**config.mk**
```make
export PLATFORM = sky130hd
export DESIGN_NAME = program_loader
export DESIGN_NICKNAME = d
export VERILOG_FILES = /design/src/rtl/cpu_pkg.sv /design/src/rtl/loader_timeout.sv /design/src/rtl/program_loader.sv
export SDC_FILE = /design/constraint.sdc
export NUM_CORES = 1
export LEC_CHECK = 0
export CAP_MARGIN = 30
export CORE_MARGIN = 4
export CORE_UTILIZATION = 36
export CTS_CLUSTER_DIAMETER = 40
export DETAILED_ROUTE_END_ITERATION = 10
export GPL_TIMING_DRIVEN = 1
export PLACE_DENSITY = 0.55
export SLEW_MARGIN = 25
export SYNTH_ARGS = -nofsm -noshare
export SYNTH_HDL_FRONTEND = slang
export SYNTH_HIERARCHICAL = 1
export SYNTH_SLANG_ARGS = --single-unit
export TNS_END_PERCENT = 1
```
**constraint.sdc**
```tcl
create_clock -name clk -period 2.3 [get_ports clk]
set_input_delay 0.69 -clock clk [delete_from_list [all_inputs] [get_ports clk]]
set_output_delay 0.69 -clock clk [all_outputs]
set_load 0.05 [all_outputs]
```
**src/rtl/cpu_pkg.sv**
```systemverilog
// cpu_pkg: shared widths, loader state encoding and loader error codes.
`default_nettype none

package cpu_pkg;

  localparam int ADDR_W_DEFAULT = 8;
  localparam int DATA_W_DEFAULT = 8;

  typedef enum logic [2:0] {
    ST_IDLE  = 3'd0,
    ST_LEN   = 3'd1,
    ST_DATA  = 3'd2,
    ST_CSUM  = 3'd3,
    ST_DONE  = 3'd4,
    ST_ERROR = 3'd5
  } loader_state_t;

  localparam logic [1:0] ERR_NONE    = 2'b00;
  localparam logic [1:0] ERR_CSUM    = 2'b01;
  localparam logic [1:0] ERR_TIMEOUT = 2'b10;

endpackage

`default_nettype wire

```
**src/rtl/loader_timeout.sv**
```systemverilog
// loader_timeout: idle-cycle counter; expired fires on the TIMEOUT-th idle cycle.
`default_nettype none

module loader_timeout #(
  parameter int TIMEOUT = 1024
) (
  input  logic clk,
  input  logic reset,
  input  logic clr,
  input  logic en,
  output logic expired
);

  generate
    if (TIMEOUT > 0) begin : g_counter
      localparam int CNT_W = (TIMEOUT > 1) ? $clog2(TIMEOUT) : 1;
      logic [CNT_W-1:0] count;

      // Combinational expiry lets the FSM leave on the same edge the count would reach TIMEOUT.
      assign expired = en & ~clr & (count == CNT_W'(TIMEOUT - 1));

      always_ff @(posedge clk or posedge reset) begin
        if (reset) begin
          count <= '0;
        end else if (clr) begin
          count <= '0;
        end else if (en && !expired) begin
          count <= count + 1'b1;
        end
      end
    end else begin : g_disabled
      logic unused_ports;
      assign unused_ports = &{1'b0, clk, reset, clr, en};
      assign expired      = 1'b0;
    end
  endgenerate

endmodule

`default_nettype wire

```
**src/rtl/program_loader.sv**
```systemverilog
// program_loader: receives a length/payload/checksum frame, writes it to
// instruction memory from address 0 and releases the CPU once verified.
`default_nettype none

module program_loader
  import cpu_pkg::*;
#(
  parameter int ADDR_W  = ADDR_W_DEFAULT,
  parameter int DATA_W  = DATA_W_DEFAULT,
  parameter int TIMEOUT = 1024
) (
  input  logic              clk,
  input  logic              reset,
  input  logic              start,
  input  logic              in_valid,
  output logic              in_ready,
  input  logic [DATA_W-1:0] in_data,
  output logic              mem_we,
  output logic [ADDR_W-1:0] mem_addr,
  output logic [DATA_W-1:0] mem_wdata,
  output logic              cpu_hold,
  output logic              load_done,
  output logic              load_err,
  output logic [1:0]        err_code
);

  localparam int REM_W = ADDR_W + 1;

  loader_state_t     state;
  loader_state_t     state_next;
  logic [REM_W-1:0]  remaining;
  logic [DATA_W-1:0] sum;
  logic [ADDR_W-1:0] wr_addr;
  logic              active;
  logic              accept;
  logic              expired;
  logic              set_err;
  logic [1:0]        err_val;

  assign active    = (state == ST_LEN) || (state == ST_DATA) || (state == ST_CSUM);
  assign in_ready  = active;
  assign accept    = in_valid & in_ready;
  assign cpu_hold  = (state != ST_DONE);
  assign load_done = (state == ST_DONE);
  assign load_err  = (state == ST_ERROR);

  // Held clear outside the loading states, which also covers entry to LEN.
  loader_timeout #(
    .TIMEOUT(TIMEOUT)
  ) u_timeout (
    .clk     (clk),
    .reset   (reset),
    .clr     (accept | ~active),
    .en      (active),
    .expired (expired)
  );

  always_ff @(posedge clk or posedge reset) begin
    if (reset) begin
      state <= ST_IDLE;
    end else begin
      state <= state_next;
    end
  end

  always_comb begin
    state_next = state;
    set_err    = 1'b0;
    err_val    = ERR_NONE;
    case (state)
      ST_IDLE: begin
        if (start) state_next = ST_LEN;
      end
      ST_LEN: begin
        if (accept) begin
          state_next = ST_DATA;
        end else if (expired) begin
          state_next = ST_ERROR;
          set_err    = 1'b1;
          err_val    = ERR_TIMEOUT;
        end
      end
      ST_DATA: begin
        if (accept) begin
          if (remaining == REM_W'(1)) state_next = ST_CSUM;
        end else if (expired) begin
          state_next = ST_ERROR;
          set_err    = 1'b1;
          err_val    = ERR_TIMEOUT;
        end
      end
      ST_CSUM: begin
        if (accept) begin
          if (in_data == sum) begin
            state_next = ST_DONE;
          end else begin
            state_next = ST_ERROR;
            set_err    = 1'b1;
            err_val    = ERR_CSUM;
          end
        end else if (expired) begin
          state_next = ST_ERROR;
          set_err    = 1'b1;
          err_val    = ERR_TIMEOUT;
        end
      end
      ST_DONE, ST_ERROR: begin
        if (start) state_next = ST_LEN;
      end
      default: state_next = ST_IDLE;
    endcase
  end

  always_ff @(posedge clk or posedge reset) begin
    if (reset) begin
      mem_we    <= 1'b0;
      mem_addr  <= '0;
      mem_wdata <= '0;
      remaining <= '0;
      sum       <= '0;
      wr_addr   <= '0;
      err_code  <= ERR_NONE;
    end else begin
      mem_we <= 1'b0;

      if (set_err) begin
        err_code <= err_val;
      end else if (!active && state_next == ST_LEN) begin
        err_code <= ERR_NONE;
      end

      if (accept) begin
        case (state)
          ST_LEN: begin
            // A length byte of zero denotes a full-memory image.
            remaining <= (in_data == '0) ? {1'b1, {ADDR_W{1'b0}}} : REM_W'(in_data);
            sum       <= '0;
            wr_addr   <= '0;
          end
          ST_DATA: begin
            sum       <= sum + in_data;
            remaining <= remaining - 1'b1;
            wr_addr   <= wr_addr + 1'b1;
            mem_we    <= 1'b1;
            mem_addr  <= wr_addr;
            mem_wdata <= in_data;
          end
          default: ;
        endcase
      end
    end
  end

endmodule

`default_nettype wire

```
==> results of run 1 <==
## per-stage QoR
stage / TNS (ns) / worst slack (ns) / utilization (%) / total power, uW
global route: 0 / 0.0205 / 50.7 / 5310
global placement: -4.56 / -0.464 / 46.4 / 3690
floorplan: -0.285 / -0.150 / - / 2920
detailed placement: -4.88 / -0.524 / 46.4 / 3720
finish: 0 / 0.0495 / 50.7 / 4950
CTS: 0 / 0.00408 / 50.3 / 4960
## flip-flops by register name, indices dropped and copies added, names as in the netlist
signal	count
u_timeout/g_counter.count	10
remaining	9
mem_addr	8
mem_wdata	8
sum	8
wr_addr	8
state	3
err_code	2
mem_we	1
## routing by layer
layer  track usage (%)  routed length (microns)  up-vias
li1                  -                        -     1331
met1              22.8                     3690     1273
met2              24.3                     3380       43
met3              3.27                      261       13
met4              5.91                      106        0
met5                 0                        0        -
## path summary, 6_finish.rpt
kind,endpoint
setup / recovery,state[0]$_DFF_PP0_
hold / removal,mem_addr[5]$_DFFE_PP0P_
setup reg to reg,state[0]$_DFF_PP0_
hold reg to reg,mem_addr[5]$_DFFE_PP0P_
max in group asynchronous,sum[0]$_DFFE_PP0P_
min in group asynchronous,u_timeout/g_counter.count[5]$_DFFE_PP0P_
## kinds of logic (layout without fill, tap and decap cells)
logic type | Yosys count | after routing | share of synthesized area (%)
adders and majority gates | 12 | 12 | 5.16
AOI/OAI and AO/OA | 87 | 87 | 18.4
muxes | 2 | 2 | 0.656
and+or+nand+nor | 142 | 142 | 22.4
buffers and inverters | 26 | 102 | 3.85
DFF | 57 | 57 | 46.7
xor gates and xnor gates | 10 | 10 | 2.87
## worst register-to-register path: stages, from the launching register on
cell	delay (ns)
dfrtp_1	0.41
ha_4	0.25
or4_4	0.54
nor4_4	0.35
a2111oi_4	0.14
a311o_1	0.31
## cell type report
cell class                      count  area (sq um)  area share, %
Inverter                           12          45.0           1.08
Timing Repair Buffer               74           709           17.0
Tap cell                          105           131           3.15
Sequential cell                    57          1430           34.2
Clock buffer                        9           124           2.97
Clock inverter                      7           119           2.85
Multi-Input combinational cell    253          1610           38.7
## cells in the final DEF, fill, tap and decap left out, types with 4 or more instances in the layout
master / count
a211oi_1: 4
xnor2_1: 4
nor3_1: 11
buf_12: 6
nand3_1: 7
o21ai_0: 32
a21oi_1: 18
dfrtp_1: 57
buf_4: 38
nor2_1: 18
clkbuf_8: 9
inv_1: 9
clkdlybuf4s50_1: 25
nand2_1: 75
xor2_1: 6
ha_1: 8
## where the power goes
part	switching, uW	total, uW	internal [uW]
Combinational	1380	2350	962
Clock	440	1160	719
Sequential	185	1440	1260
## repair_timing
| item | CTS | global route |
|---|---|---|
| setup endpoints to repair | 6 | 11 |
| gates resized for setup | 17 | 8 |
| pin swaps | 8 | 2 |
| buffers inserted | 1 | 1 |
==> summary.md, run 1 <==
| Metric | Value |
|---|---|
| Status | complete, no violations |
| Design area | around 0.0042 sq mm |
| Crit path max-delay cell type | or4_4 |
| PwrDens | 1190 mW/mm^2 |
| CTS Sinks | 57 |
| Rows | 33 |
| Hold wc startpoint | mem_addr[5]$_DFFE_PP0P_ |
| Initial Util | approximately 37% |
| Die H | 100 microns |
| Initial antenna violation count | 0 |
| Crit path depth | 6 |
| Clk buf depth | 2 |
| RSZ-0062 raised after global routing | false |
| WS Path Type | input port to register |
| Peak supply drop | 0.582 mV |
| Worst reg-to-reg path cell count | 5 |
| Final period util | between 90% and 100% |
| Syn-to-layout area delta | 36.5% |
| R2r setup slk | 0.17 ns |
| Total iterations of the first detailed-routing run | 6 |
| Via-to-Cell Ratio | ~5.1 |
| Placed Cells | around 500 |
| Core Region | 0.00822 sq mm |
| 1st-iter DRT viols | between 150 and 200 |
| Number of I/O pins | 35 |
| Final Slew Violations | 0 |
| Hold slack | about 0.47 ns |
| # hold bufs at CTS | 0 |
| CTS Buf Count | 9 |
| Setup violations, final | 0 |
| Critical path data arrival time | ~2.5 ns |
| Cell taking the most area after synthesis | dfrtp_1 |
| Syn_area_per_cell | between 9 and 10 sq um |
| Placed Area | roughly 0.0038 sq mm |
| Final Hold Fails | 0 |
| Hold Path Stages | 2 |
| Layout Nets | about 430 |
| Width of the die | roughly 100 microns |
| Grt total ovfl | 0 |
| Worst Clk Skew | about 0.012 ns |
| CTS tree | yes |
| Top FF cell, synth | dfrtp_1 |
| Per-cell routed wire length | ~14 microns |
| Min Tclk post-route | between 2 and 2.5 ns |
| Worst Setup Start Kind | input port |
| Hold Path Class | register to register |
| Worst-path fanout max | 3 |
| Yosys warns | 6 |
| Layout cells sized above 1 | approximately a fifth |
| Req. time, crit path | about 2.5 ns |
| Register bit total from synthesis | 57 |
| Vias post-DR | 2660 |
| Routed Antenna Nets | 0 |
| Worst Setup SP | in_data[0] |
| Largest net degree at the start of global routing | 48 |
| Top delay family on crit path | simple AND/OR/NAND/NOR gates |
| Syn Nets | 360 |
| Port bufs | 34 |
| CP Buf/Inv Count | 1 |
| CP Cell Sequence | clkdlybuf4s15_2, ha_4, or4_4, nor4_4, a2111oi_4, a311o_1 |
| First-pass GRT wire length | between 10000 and 15000 microns |
| Commonest cells post-synth | 75 x nand2_1, 57 x dfrtp_1, 33 x o21ai_0 |
| Post-DP HPWL | 5260 microns |
| Routability-driven placement congestion ratio | between 0.8 and 0.9 |
| Relative slew slack | between 60% and 70% |
| Clk slew on worst S/H paths | 0.07 ns |
| Highest clock rate | ~440 MHz |
| Leak pwr | between 0.0015 and 0.002 uW |
| Ys async rst share | 100% |
| Seq/Total Area, Yosys | roughly 47% |
| EDFF count, synth | 0 |
| Count leader, synth | nand2_1 |
| Die area | roughly 0.01 sq mm |
| Aggregate global-route resource usage | 16.1% |
| Post-Syn Area | between 0.003 and 0.004 sq mm |
| Worst-margin pin slew | about 0.50 ns |
| Root buffer cell | clkbuf_8 |
| Vias in the first global route | ~2500 |
| Post-Route WL | 7440 microns |
| Number of inserted diodes | 0 |
| Distinct cells, synth | 54 |
| Htree depth | 3 |
| Setup crit end kind | register |
| Clk_lat worst skew | around 0.34 ns |
| Final Non-Filler Cells | approximately 520 |
| CP peak stage delay | 0.54 ns |
| Fill count | 784 |
| Drc violations | 0 |
| RR Startpoint | sum[0]$_DFFE_PP0P_ |
| Cell count after synthesis | 336 |
| Largest cells by area after synthesis | dfrtp_1 47%, nand2_1 9.2%, o21ai_0 5.4%, ha_1 4.5%, a21oi_1 3.1% |
| Yosys top cell area share | ~47% |
| Number of max-cap violations | 0 |
Power figures use the tool's default switching activity.
==> run 2, diff against run 1 <==
--- a/config.mk
+++ b/config.mk
@@ -11,7 +11,7 @@
 export CTS_CLUSTER_DIAMETER = 40
 export DETAILED_ROUTE_END_ITERATION = 10
 export GPL_TIMING_DRIVEN = 1
-export PLACE_DENSITY = 0.55
+export PLACE_DENSITY = 0.53
 export SLEW_MARGIN = 25
 export SYNTH_ARGS = -nofsm -noshare
 export SYNTH_HDL_FRONTEND = slang
==> constraint.sdc (replaced) <==
create_clock -name clk -period 2.39 [get_ports clk]
set_input_delay 0.717 -clock clk [delete_from_list [all_inputs] [get_ports clk]]
set_output_delay 0.717 -clock clk [all_outputs]
set_load 0.05 [all_outputs]
==> run 2 against run 1 <==
  * First-iteration DRC count shrank 19%
  * Sequential power shrank 3%
  * Flip-flop and latch count is the same
  * Setup slack gained 0.052 ns
  * Critical path depth grew 2
  * Critical endpoint is now sum[6]$_DFFE_PP0P_
  * Total power shrank 10%
  * Die area is the same
  * Design area shrank 3.3%
  * Sequential share of layout area grew 1.2 points
  * Combinational power shrank 8%
  * Clock skew shrank 0.0028 ns
==> summary.md, run 2 (same netlist as run 1, synthesis figures left out) <==
| Metric | Value |
|---|---|
| CTS Sinks | 57 (unchanged) |
| Layout cells sized above 1 | 17.9% (was 20.9%) |
| Post-Route WL | 7400 microns (was 7440 microns) |
| Syn-to-layout area delta | 32.0% (was 36.5%) |
| Highest clock rate | roughly 440 MHz |
| Most frequent cells in the layout | 75 x nand2_1, 57 x dfrtp_1, 33 x o21ai_0 (was 75 x nand2_1, 57 x dfrtp_1, 38 x buf_4) |
| WS Path Type | input port to register (unchanged) |
| First-pass GRT wire length | 12900 microns (was 12800 microns) |
| Critical path data arrival time | 2.49 ns (was 2.46 ns) |
| Die H | 100 microns (unchanged) |
| Via-to-Cell Ratio | 5.16 (was 5.15) |
| Largest register by flop count | u_timeout/g_counter.count (unchanged) |
| Drc violations | 0 (unchanged) |
| Die area | 0.0100 sq mm (unchanged) |
| Clk buf depth | 2 (unchanged) |
| R2r setup slk | 0.31 ns (was 0.17 ns) |
| Worst reg-to-reg path cell count | 5 (unchanged) |
| Final Slew Violations | 0 (unchanged) |
| Vias in the first global route | 2614 (was 2541) |
| Per-cell routed wire length | 14.6 microns (was 14.4 microns) |
| Initial antenna violation count | 0 (unchanged) |
| Most common cell after layout, fill and taps aside | nand2_1 (unchanged) |
| Dpl ws | -0.525 ns (was -0.524 ns) |
| Relative slew slack | 65.7% (was 66.3%) |
| Worst Setup SP | in_data[1] (was in_data[0]) |
| Hold slack | 0.474 ns (was 0.472 ns) |
| Grt total ovfl | 0 (unchanged) |
| Req. time, crit path | 2.59 ns (was 2.51 ns) |
| 1st-iter DRT viols | 138 (was 171) |
| Final Non-Filler Cells | 507 (was 517) |
| Hold Path Class | register to register (unchanged) |
| Met2 GRT Util | 24.2% (was 24.3%) |
| Core Region | 0.00822 sq mm (unchanged) |
| Largest net degree at the start of global routing | 48 (unchanged) |
| Worst-path fanout max | 4 (was 3) |
| Routed Antenna Nets | 0 (unchanged) |
| Root buffer cell | clkbuf_8 (unchanged) |
| Worst-margin pin slew | 0.513 ns (was 0.504 ns) |
| Peak supply drop | 0.378 mV (was 0.582 mV) |
| Initial Util | 37.2% (unchanged) |
| Clk slew on worst S/H paths | 0.07 ns (about the same) |
| Number of max-cap violations | 0 (unchanged) |
| Number of inserted diodes | 0 (unchanged) |
| Number of I/O pins | 35 (unchanged) |
| Worst Setup Start Kind | input port (unchanged) |
| CTS tree | yes (unchanged) |
| Max reg flops | 10 (unchanged) |
| R2R Path End | state[0]$_DFF_PP0_ (unchanged) |
| Clk_lat worst skew | 0.33 ns (was 0.34 ns) |
| Setup crit end kind | register (unchanged) |
| Htree depth | 3 (unchanged) |
| Hold wc startpoint | mem_addr[6]$_DFFE_PP0P_ (was mem_addr[5]$_DFFE_PP0P_) |
| RSZ-0062 raised after global routing | false (unchanged) |
| # hold bufs at CTS | 0 (unchanged) |
| Worst Clk Skew | 0.00926 ns (was 0.0121 ns) |
| Vias post-DR | 2614 (was 2660) |
| CTS Buf Count | 9 (unchanged) |
| Routability-driven placement congestion ratio | 0.823 (was 0.803) |
| PwrDens | 1100 mW/mm^2 (was 1190 mW/mm^2) |
| Total iterations of the first detailed-routing run | 4 (was 6) |
| Min Tclk post-route | around 2.3 ns |
| Post-layout worst setup margin | 0.102 ns (was 0.0495 ns) |
| Final Hold Fails | 0 (unchanged) |
| Met1 GRT Util | 23.3% (was 22.8%) |
| Setup violations, final | 0 (unchanged) |
| Aggregate global-route resource usage | 16.1% (about the same) |
| Global-route layer with the greatest usage | met2 (unchanged) |
| Placed Cells | 491 (was 499) |
| Width of the die | 100 microns (unchanged) |
| Status | complete, no violations (unchanged) |
| Layout Nets | 421 (was 431) |
| Critical Path Sink | sum[6]$_DFFE_PP0P_ (was state[0]$_DFF_PP0_) |
| RR Startpoint | sum[6]$_DFFE_PP0P_ (was sum[0]$_DFFE_PP0P_) |
| Leak pwr | 0.00181 uW (was 0.00187 uW) |
| Largest regs | u_timeout/g_counter.count: 10 flops, remaining: 9 flops (unchanged) |
| Post-CTS setup buffers | 0 (was 1) |
| Post-DP HPWL | 5290 microns (was 5260 microns) |
| M3 GR Usage | 4.10% (was 3.27%) |
| Final period util | ~96% |
| Power, Total | 4450 uW (was 4950 uW) |
| Port bufs | 34 (unchanged) |
| Setup tns final | 0 ns (unchanged) |
| Rows | 33 (unchanged) |
[run 2: per-layer routing]
layer  vias up  part of all wire (%)
met5         -                     0
met4         0                  0.31
met3         2                   3.8
met2        35                    46
met1      1270                    50
li1       1307                     -
[run 2: final cells by class]
type                            instances  area (sq um)
Tap cell                              105           131
Fill cell                             788          4190
Timing Repair Buffer                   64           629
Multi-Input combinational cell        253          1600
Clock inverter                          7          71.3
Sequential cell                        57          1430
Clock buffer                            9           124
Inverter                               12          45.0
[run 2: worst max-delay path, cell delays in order]
cell	delay (ns)
dlygate4sd2_1	0.27
buf_4	0.17
fa_1	0.44
a21o_2	0.21
a31o_2	0.24
a21oi_1	0.17
xor2_1	0.16
o21ai_0	0.10
[run 2: how the worst min path moves through the flow]
stage                     slack [ns]  cells past startpoint                        to
after floorplan                 0.45                      2   mem_addr[7]$_DFFE_PP0P_
after detailed placement        0.46                      2   mem_addr[6]$_DFFE_PP0P_
after global placement          0.46                      2   mem_addr[4]$_DFFE_PP0P_
after global routing            0.50                      2  mem_wdata[0]$_DFFE_PP0P_
after CTS                       0.48                      2   mem_addr[6]$_DFFE_PP0P_
final                           0.47                      2   mem_addr[6]$_DFFE_PP0P_
[run 2: metrics by stage]
stage                     area, sq um  utilization, %
after floorplan                  3060               -
after global placement           3750            45.6
after detailed placement         3750            45.6
after CTS                        4010            48.8
after global routing             4030            49.0
final                            4030            49.0
[run 2: power breakdown]
part / internal (uW) / switching (uW) / leakage (uW)
combinational: 854 / 1310 / 0.000971
sequential: 1210 / 183 / 0.000752
clock: 479 / 419 / 0.0000912
total: 2540 / 1910 / 0.00181
[run 2: repair_timing]
action	4_1_cts	5_1_grt
resized for setup	13	5
pin swaps	8	2
endpoints found under the setup margin	4	7
